<file path="config.mk">
export PLATFORM = sky130hd
export DESIGN_NAME = piso_shift_register
export DESIGN_NICKNAME = d
export VERILOG_FILES = /design/src/rtl/piso_pkg.sv /design/src/rtl/piso_shift_register.sv
export SDC_FILE = /design/constraint.sdc
export NUM_CORES = 1
export LEC_CHECK = 0
export ABC_AREA = 1
export CAP_MARGIN = 10
export CORE_AREA = 8 8 45 47
export DETAILED_ROUTE_END_ITERATION = 10
export DIE_AREA = 0 0 53 55
export PLACE_DENSITY = 0.52
export REMOVE_ABC_BUFFERS = 1
export SYNTH_ARGS = -nofsm -noshare
export SYNTH_HDL_FRONTEND = slang
export SYNTH_SLANG_ARGS = --single-unit
export TNS_END_PERCENT = 100
</file>
<file path="constraint.sdc">
create_clock -name clk -period 1.3 [get_ports clk]
set_input_delay 0.26 -clock clk [delete_from_list [all_inputs] [get_ports clk]]
set_output_delay 0.26 -clock clk [all_outputs]
set_load 0.02 [all_outputs]
</file>
<file path="src/rtl/piso_pkg.sv">
// Shared types and helpers for the PISO serial transmitter.
// Holds the FSM state encoding, the default word width and the counter-width helper.
// No logic; imported by piso_shift_register.
package piso_pkg;

    // FSM states. PARITY is only reachable when the parity build option is enabled.
    typedef enum logic [1:0] {
        IDLE   = 2'd0,
        SHIFT  = 2'd1,
        PARITY = 2'd2
    } piso_state_t;

    // Default data word width; matches the 4-bit SIPO receiver on the other end of the link.
    localparam int PISO_DEFAULT_WIDTH = 4;

    // Width of the bit counter needed to count 0..width-1.
    function automatic int cnt_w(input int width);
        return (width < 2) ? 1 : $clog2(width);
    endfunction

endpackage

</file>
<file path="src/rtl/piso_shift_register.sv">
// Parallel-in serial-out transmitter: takes a WIDTH-bit word on a valid/ready handshake and
// sends it MSB-first, one bit per clk, qualified by serial_valid (first bit the cycle after accept).
// Backpressure: load_ready is high only in IDLE or in the final serial cycle of a word; optional
// even-parity bit appended when PISO_PARITY_EN is defined.
module piso_shift_register
    import piso_pkg::*;
#(
    parameter int WIDTH = PISO_DEFAULT_WIDTH
) (
    input  logic             clk,
    input  logic             reset,
    input  logic [WIDTH-1:0] load_data,
    input  logic             load_valid,
    output logic             load_ready,
    output logic             serial_out,
    output logic             serial_valid,
    output logic             tx_last,
    output logic             busy
);

    localparam int             CW       = cnt_w(WIDTH);
    localparam logic [CW-1:0]  LAST_CNT = CW'(WIDTH - 1);

    piso_state_t       state;
    piso_state_t       state_nxt;
    logic [WIDTH-1:0]  shift_reg;
    logic [CW-1:0]     bit_cnt;
    logic              last_data_bit;
    logic              accept;

`ifdef PISO_PARITY_EN
    logic              par;
`endif

    // Decode of the final data bit; the counter never advances past LAST_CNT.
    assign last_data_bit = (state == SHIFT) && (bit_cnt == LAST_CNT);

    // A word is taken whenever the producer offers one while we are ready.
    assign accept = load_valid && load_ready;

    // State register; reset aborts any word in flight immediately.
    always_ff @(posedge clk or posedge reset) begin
        if (reset) begin
            state <= IDLE;
        end else begin
            state <= state_nxt;
        end
    end

    // Next-state logic: reload straight from the last serial cycle to avoid a gap bit.
    always_comb begin
        state_nxt = state;
        unique case (state)
            IDLE: begin
                state_nxt = accept ? SHIFT : IDLE;
            end
            SHIFT: begin
                if (last_data_bit) begin
`ifdef PISO_PARITY_EN
                    state_nxt = PARITY;
`else
                    state_nxt = accept ? SHIFT : IDLE;
`endif
                end else begin
                    state_nxt = SHIFT;
                end
            end
`ifdef PISO_PARITY_EN
            PARITY: begin
                state_nxt = accept ? SHIFT : IDLE;
            end
`endif
            default: begin
                state_nxt = IDLE;
            end
        endcase
    end

    // Output decode: everything comes from registered state, nothing from load_valid/load_data.
    always_comb begin
        serial_out   = 1'b0;
        serial_valid = 1'b0;
        tx_last      = 1'b0;
        load_ready   = 1'b0;
        unique case (state)
            IDLE: begin
                load_ready = 1'b1;
            end
            SHIFT: begin
                serial_out   = shift_reg[WIDTH-1];
                serial_valid = 1'b1;
`ifndef PISO_PARITY_EN
                tx_last      = last_data_bit;
                load_ready   = last_data_bit;
`endif
            end
`ifdef PISO_PARITY_EN
            PARITY: begin
                serial_out   = par;
                serial_valid = 1'b1;
                tx_last      = 1'b1;
                load_ready   = 1'b1;
            end
`endif
            default: begin
                load_ready = 1'b0;
            end
        endcase
        busy = serial_valid;
    end

    // Datapath: capture the word on accept, otherwise shift left one bit per data cycle.
    always_ff @(posedge clk or posedge reset) begin
        if (reset) begin
            shift_reg <= '0;
            bit_cnt   <= '0;
        end else if (accept) begin
            shift_reg <= load_data;
            bit_cnt   <= '0;
        end else if ((state == SHIFT) && !last_data_bit) begin
            shift_reg <= {shift_reg[WIDTH-2:0], 1'b0};
            bit_cnt   <= bit_cnt + CW'(1);
        end
    end

`ifdef PISO_PARITY_EN
    // Even parity of the accepted word, held until the parity cycle.
    always_ff @(posedge clk or posedge reset) begin
        if (reset) begin
            par <= 1'b0;
        end else if (accept) begin
            par <= ^load_data;
        end
    end
`endif

endmodule
</file>
==> PnR_summary.wiki, run 1 <==
{| class="wikitable"
! Metric !! Value
|-
| Outcome || finished, violations left
|-
| Violated checks || setup timing
|-
| Capturing element type of the critical path || output port
|-
| Required time worst endpoint || around 1000 ps
|-
| Synth unique cells || 11
|-
| Antenna diode count || 0
|-
| Syn. warnings || 0
|-
| Antenna violations before repair || 0
|-
| CTS clk-pin slew, worst paths || around 50 ps
|-
| Number of vias per cell after detailed routing || about 4.3
|-
| LEAKAGE || between 0.2 and 0.3 nW
|-
| Switch Pwr || approximately 0.00046 W
|-
| Kind of path behind the tightest hold check || in2async
|-
| # clock sinks || 7
|-
| Sequential group share of total power || 29.1%
|-
| Minimum setup slack among reg-to-reg paths || ~70 ps
|-
| Number of design rule violations left after detail routing || 0
|-
| Synth area leaders || dfrtp_1, nand3_1, nand2_1
|-
| CP Data Arrival Time || about 1000 ps
|-
| Total standard cell area after synthesis || between 300 and 400 um2
|-
| Biggest area consumer among synthesized cells || dfrtp_1
|-
| Sequential fraction of the synthesis area || between 40% and 50%
|-
| Layout filler cell count || about 150
|-
| Remaining global-route overflow || 0
|-
| Final Hold Fails || 0
|-
| Number of pins with negative max-slew slack in the final report || 0
|-
| Post-layout total power || 0.00121 W
|-
| Starting DRT DRC Count || 6
|-
| Die outline height || 55 um
|-
| CTS tree || yes
|-
| Commonest non-fill, non-tap cell in the layout || nand3_1
|-
| Total Routed Length || just under 800 um
|-
| Number of buffers added on ports || 11
|-
| Std-Cell Core Area || 1380 um2
|-
| Count of maximum capacitance violations || 0
|-
| Crit Path Class || reg2out
|-
| Flip-flop count of the largest register, all copies and words added || 4
|-
| Avg Synthesized Cell Area || roughly 8.6 um2
|-
| Boundary Pins || 12
|-
| Final critical-path setup slack || -4.14 ps
|-
| Startpoint kind of the worst setup timing path || flip-flop
|-
| Syn Inst Count || 41
|-
| Die X || around 53 um
|-
| Most frequent cells in the layout || nand3_1, nand2_1, dfrtp_1, buf_4, clkdlybuf4s50_1
|-
| Post-synth top area share || between 40% and 50%
|-
| Share of post-route cells with drive strength above 1 || 29.5%
|-
| Clock share of power || 15.8%
|-
| Die footprint || 2920 um2
|-
| Global-route wire length before repair || 1220 um
|-
| Number of H-tree branching levels || 1
|-
| Post-DR wirelength/cell || ~10 um
|-
| CTS Root Cell || clkbuf_4
|-
| Number of synthesized register bits || 7
|-
| Number of nets at the end of the flow || 70
|-
| Power Internal || approximately 0.00074 W
|-
| Number of hold-repair buffers added at the cts stage || 0
|-
| Number of placement rows || 14
|-
| Number of global-route vias before repair || about 320
|-
| Setup Slack @ Placement || -194 ps
|-
| First drt pass iteration count || 2
|-
| RSZ-0062 raised after global routing || yes
|-
| Final GP Congestion || about 0.7
|-
| Worst-path fanout max || 3
|-
| Sw Ratio || around two fifths
|-
| Share of the core filled with cells in the final layout || between 30% and 40%
|-
| P per Cell Area || between 2000 and 2500 nW/um2
|-
| Setup clock skew after layout || roughly 1.1 ps
|-
| Area added between synthesis and finish || 53.4%
|-
| Final critical-path share of the clock period || 100%
|-
| Overall routing resource usage || under 10%
|-
| Actual transition at the worst max-transition pin || 274 ps
|-
| Largest net degree at the start of global routing || 13
|-
| Number of buffers on the longest clock path || 2
|-
| TritonCTS Buffers || 3
|-
| Starting density of the core || between 20% and 30%
|-
| Number of non-filler instances in the completed layout || just under 80
|-
| Clk Latency, worst-skew pair || 240 ps
|-
| Cell Count Post-Placement || slightly below 70
|-
| DP Wirelength || ~600 um
|-
| Achievable frequency || between 700 and 800 MHz
|-
| Number of setup violations in the final report || 1
|-
| Antenna Nets Post-Route || 0
|-
| Routed vias || 330
|-
| Final critical path time including I/O delays and setup || between 1000 and 1500 ps
|-
| Peak supply drop || 0.764 mV
|-
| Slew Limit Headroom || between 80% and 90%
|-
| Share of total power in combinational logic || 55.1%
|}
[final timing paths]
check | from | cells after the start | to
max in group asynchronous | reset | 2 | shift_reg[1]
hold / removal | reset | 2 | shift_reg[3]
hold reg to reg | shift_reg[2] | 2 | shift_reg[3]
min in group clk | shift_reg[2] | 2 | shift_reg[3]
setup / recovery | bit_cnt[0] | 4 | tx_last
setup reg to reg | bit_cnt[0] | 7 | shift_reg[3]
[per-layer routing]
metal | track usage [%] | up-vias | wire length (um)
met5 | 0 | - | 0
met4 | 3.88 | 0 | 0
met3 | 3.21 | 0 | 60
met2 | 9.96 | 9 | 386
met1 | 5.26 | 150 | 332
li1 | - | 171 | -
[synth_stat cells (all sizes together)]
cell type	count
nand3	13
nand2	10
dfrtp	7
inv	6
buf	2
ha	1
nor2	1
o21ai	1
[per-stage QoR]
step	setup TNS, ps	area (um2)	hold WS [ps]
after floorplan	0	333	63.4
after global placement	-476	485	479
after detailed placement	-501	485	492
after CTS	-39.8	531	252
after global routing	-99.6	539	284
final	-4.14	539	248
[kinds of logic (layout without fill, tap and decap cells)]
logic type	Yosys count	after routing	share of synthesized area (%)
flip-flops	7	7	49.8
buffers and inverters	8	28	11.7
AO/OA/AOI/OAI	1	1	2.49
adder cells (fa/ha/maj)	1	1	3.56
AND/OR/NAND/NOR	24	24	32.4
[cell type report]
cell class,instances,area [um2],area share (%)
inverter,6,22.5,4.18
multi-input combinational,26,138,25.5
sequential,7,175,32.5
timing repair buffer,18,158,29.2
tap,16,20.0,3.71
clock buffer,4,26.3,4.87
[power groups by stage]
| stage | sequential (W) | clock [W] | combinational [W] |
|---|---|---|---|
| finish | 0.000351 | 0.000190 | 0.000664 |
| global route | 0.000363 | 0.000211 | 0.000731 |
| CTS | 0.000353 | 0.000201 | 0.000643 |
| detailed placement | 0.000360 | 0 | 0.000593 |
| global placement | 0.000359 | 0 | 0.000588 |
| floorplan | 0.000383 | 0 | 0.000304 |
[what timing repair did]
item                                    in CTS  in global routing
endpoints found under the hold margin        0                  0
setup buffers                                2                  2
pin swaps                                    1                  1
cloned                                       0                  0
endpoints found under the setup margin       5                  5
gates resized for setup                     19                  1
[worst max-delay path, stage by stage (launching register included)]
cell and delay (ps):
dfrtp_1 380, ha_2 200, nand2_1 60, inv_1 40
buf_6 120
Note: power is estimated with default switching activity, not from simulation.
==> run 2, diff against run 1 <==
Settings changed: HOLD_SLACK_MARGIN from default to 0.12.
Clock period 1.3 ns to 1.4 ns, I/O delays scaled along.
==> run 2 against run 1 <==
  * The run now ends clean
  * Worst hold slack better by 21 ps
  * Clock power is 7% lower
  * Design area is 3.0% lower
  * Combinational power is 16% lower
  * Total power is 12% lower
  * Flip-flop and latch count stayed put
  * Setup slack better by 74 ps
  * Non-clock buffer count is 2 lower
  * Die area stayed put
  * Register-to-register slack better by 210 ps
  * Highest routed layer unchanged
  * Largest power group unchanged
  * Global-route usage is 0.055 points higher
==> PnR_summary.wiki, run 2 (synthesis results as in run 1) <==
{| class="wikitable"
! Metric !! Value
|-
| Required time worst endpoint || 1120 ps
|-
| Area added between synthesis and finish || 48.8%
|-
| Final GP Congestion || between 0.7 and 0.8
|-
| TritonCTS Buffers || 3
|-
| Post-DR wirelength/cell || 10.1 um
|-
| Setup Slack @ Placement || -114 ps
|-
| Share of post-route cells with drive strength above 1 || 23.7%
|-
| Number of H-tree branching levels || 1
|-
| CTS clk-pin slew, worst paths || around 50 ps
|-
| Capturing element of the worst setup path || tx_last
|-
| Number of setup violations in the final report || 0
|-
| CP Data Arrival Time || roughly 1100 ps
|-
| Global-route wire length before repair || roughly 1200 um
|-
| Crit Path Class || reg2out
|-
| Outcome || completed
|-
| Area of the multi-input gates || around 140 um2
|-
| Cell Count Post-Placement || ~70
|-
| RR Endpoint || shift_reg[3]
|-
| Peak supply drop || just under 0.6 mV
|-
| Boundary Pins || 12
|-
| Number of hold-repair buffers added at the cts stage || 0
|-
| Antenna diode count || 0
|-
| # clock sinks || 7
|-
| Layout filler cell count || ~150
|-
| Post-layout total power || around 0.0011 W
|-
| Final Hold Fails || 0
|-
| Kind of path behind the tightest hold check || in2async
|-
| Starting density of the core || around 25%
|-
| Final critical-path share of the clock period || between 90% and 100%
|-
| Capturing element type of the critical path || output port
|-
| Total placed instance area || roughly 490 um2
|-
| Starting DRT DRC Count || 5
|-
| Number of buffers on the longest clock path || 2
|-
| Setup clock skew after layout || between 2 and 2.5 ps
|-
| Std-Cell Core Area || around 1400 um2
|-
| RSZ-0062 raised after global routing || no
|-
| First drt pass iteration count || 2
|-
| Final sum of negative setup slack || 0 ps
|-
| Achievable frequency || roughly 750 MHz
|-
| CTS tree || yes
|-
| Number of buffers added on ports || 11
|-
| Setup crit start || bit_cnt[0]
|-
| LEAKAGE || between 0.2 and 0.3 nW
|-
| Number of nets at the end of the flow || just under 70
|-
| Antenna violations before repair || 0
|-
| CTS Root Cell || clkbuf_4
|-
| Most frequent cells in the layout || nand3_1, nand2_1, dfrtp_1
|-
| Slew Limit Headroom || slightly above 80%
|-
| Die footprint || between 2000 and 3000 um2
|-
| Minimum setup slack among reg-to-reg paths || 280 ps
|-
| DP Wirelength || 601 um
|-
| Origin of the critical flop-to-flop path || bit_cnt[0]
|-
| Die outline height || around 55 um
|-
| Worst-path fanout max || 3
|-
| Total Routed Length || between 700 and 800 um
|-
| Number of design rule violations left after detail routing || 0
|-
| Register cell area after layout || approximately 180 um2
|-
| Number of placement rows || 14
|-
| Remaining global-route overflow || 0
|-
| Reg2Reg Depth || 6
|-
| Number of non-filler instances in the completed layout || between 70 and 80
|-
| Final critical-path setup slack || about 70 ps
|-
| Final critical path time including I/O delays and setup || 1330 ps
|-
| Number of vias per cell after detailed routing || 4.27
|-
| Design Area, Final || approximately 520 um2
|-
| Flip-flop count of the largest register, all copies and words added || 4
|-
| Overall routing resource usage || approximately 5.9%
|-
| Die X || 53 um
|-
| Clk Latency, worst-skew pair || about 240 ps
|-
| Largest net degree at the start of global routing || 13
|-
| Antenna Nets Post-Route || 0
|-
| Routed vias || 320
|-
| Commonest non-fill, non-tap cell in the layout || nand3_1
|-
| Actual transition at the worst max-transition pin || between 200 and 300 ps
|-
| Startpoint kind of the worst setup timing path || flip-flop
|-
| Count of maximum capacitance violations || 0
|-
| P per Cell Area || 2030 nW/um2
|-
| Number of global-route vias before repair || between 300 and 400
|-
| Number of pins with negative max-slew slack in the final report || 0
|}
run 2: changes by cell type in the layout (fill, tap and decap cells not counted):
cell / delta
buf_4: -2
buf_6: -1
clkdlybuf4s15_1: +1
inv_1: +1
inv_2: -1
run 2: metrics by stage:
step | util [%] | hold slack, ps
5_1_grt | 37.8 | 304
4_1_cts | 36.3 | 272
3_3_place_gp | 35.1 | 479
3_5_place_dp | 35.1 | 492
6_report | 37.8 | 269
2_1_floorplan | - | 83.4
run 2: layout make-up:
class	instances	share of cell area [%]
Timing Repair Buffer	16	27.0
Tap cell	16	3.83
Multi-Input combinational cell	26	26.3
Clock buffer	4	5.02
Sequential cell	7	33.5
Inverter	6	4.31
run 2: worst min-delay path by stage:
stage                       startpoint            to  slack (ps)  cells past startpoint
after floorplan                  reset    bit_cnt[0]          80                      1
after global placement    shift_reg[2]  shift_reg[3]         480                      2
after detailed placement  shift_reg[0]  shift_reg[0]         490                      2
after CTS                        reset    bit_cnt[0]         270                      2
after global routing             reset    bit_cnt[0]         300                      2
final                            reset  shift_reg[3]         270                      2
run 2: layer usage:
layer	track usage, %	vias to the layer above	share of wire, %
li1	-	167	-
met1	5.42	146	42
met2	9.77	7	49
met3	3.48	0	7.9
met4	3.88	0	0
met5	0	-	0
run 2: power by group:
part           internal [W]  switching (W)
clock              0.000108      0.0000686
combinational      0.000255       0.000305
sequential         0.000283      0.0000414
run 2: timing repair:
item / CTS / global route
hold endpoints to repair: 0 / 0
setup buffers: 0 / 2
setup endpoints to repair: 5 / 2
resized for setup: 13 / 2
run 2: critical path, cell delays in order (launching register included):
cell and delay (ps):
dfrtp_1 380, ha_2 200, nand2_1 60, inv_1 30, buf_2 150
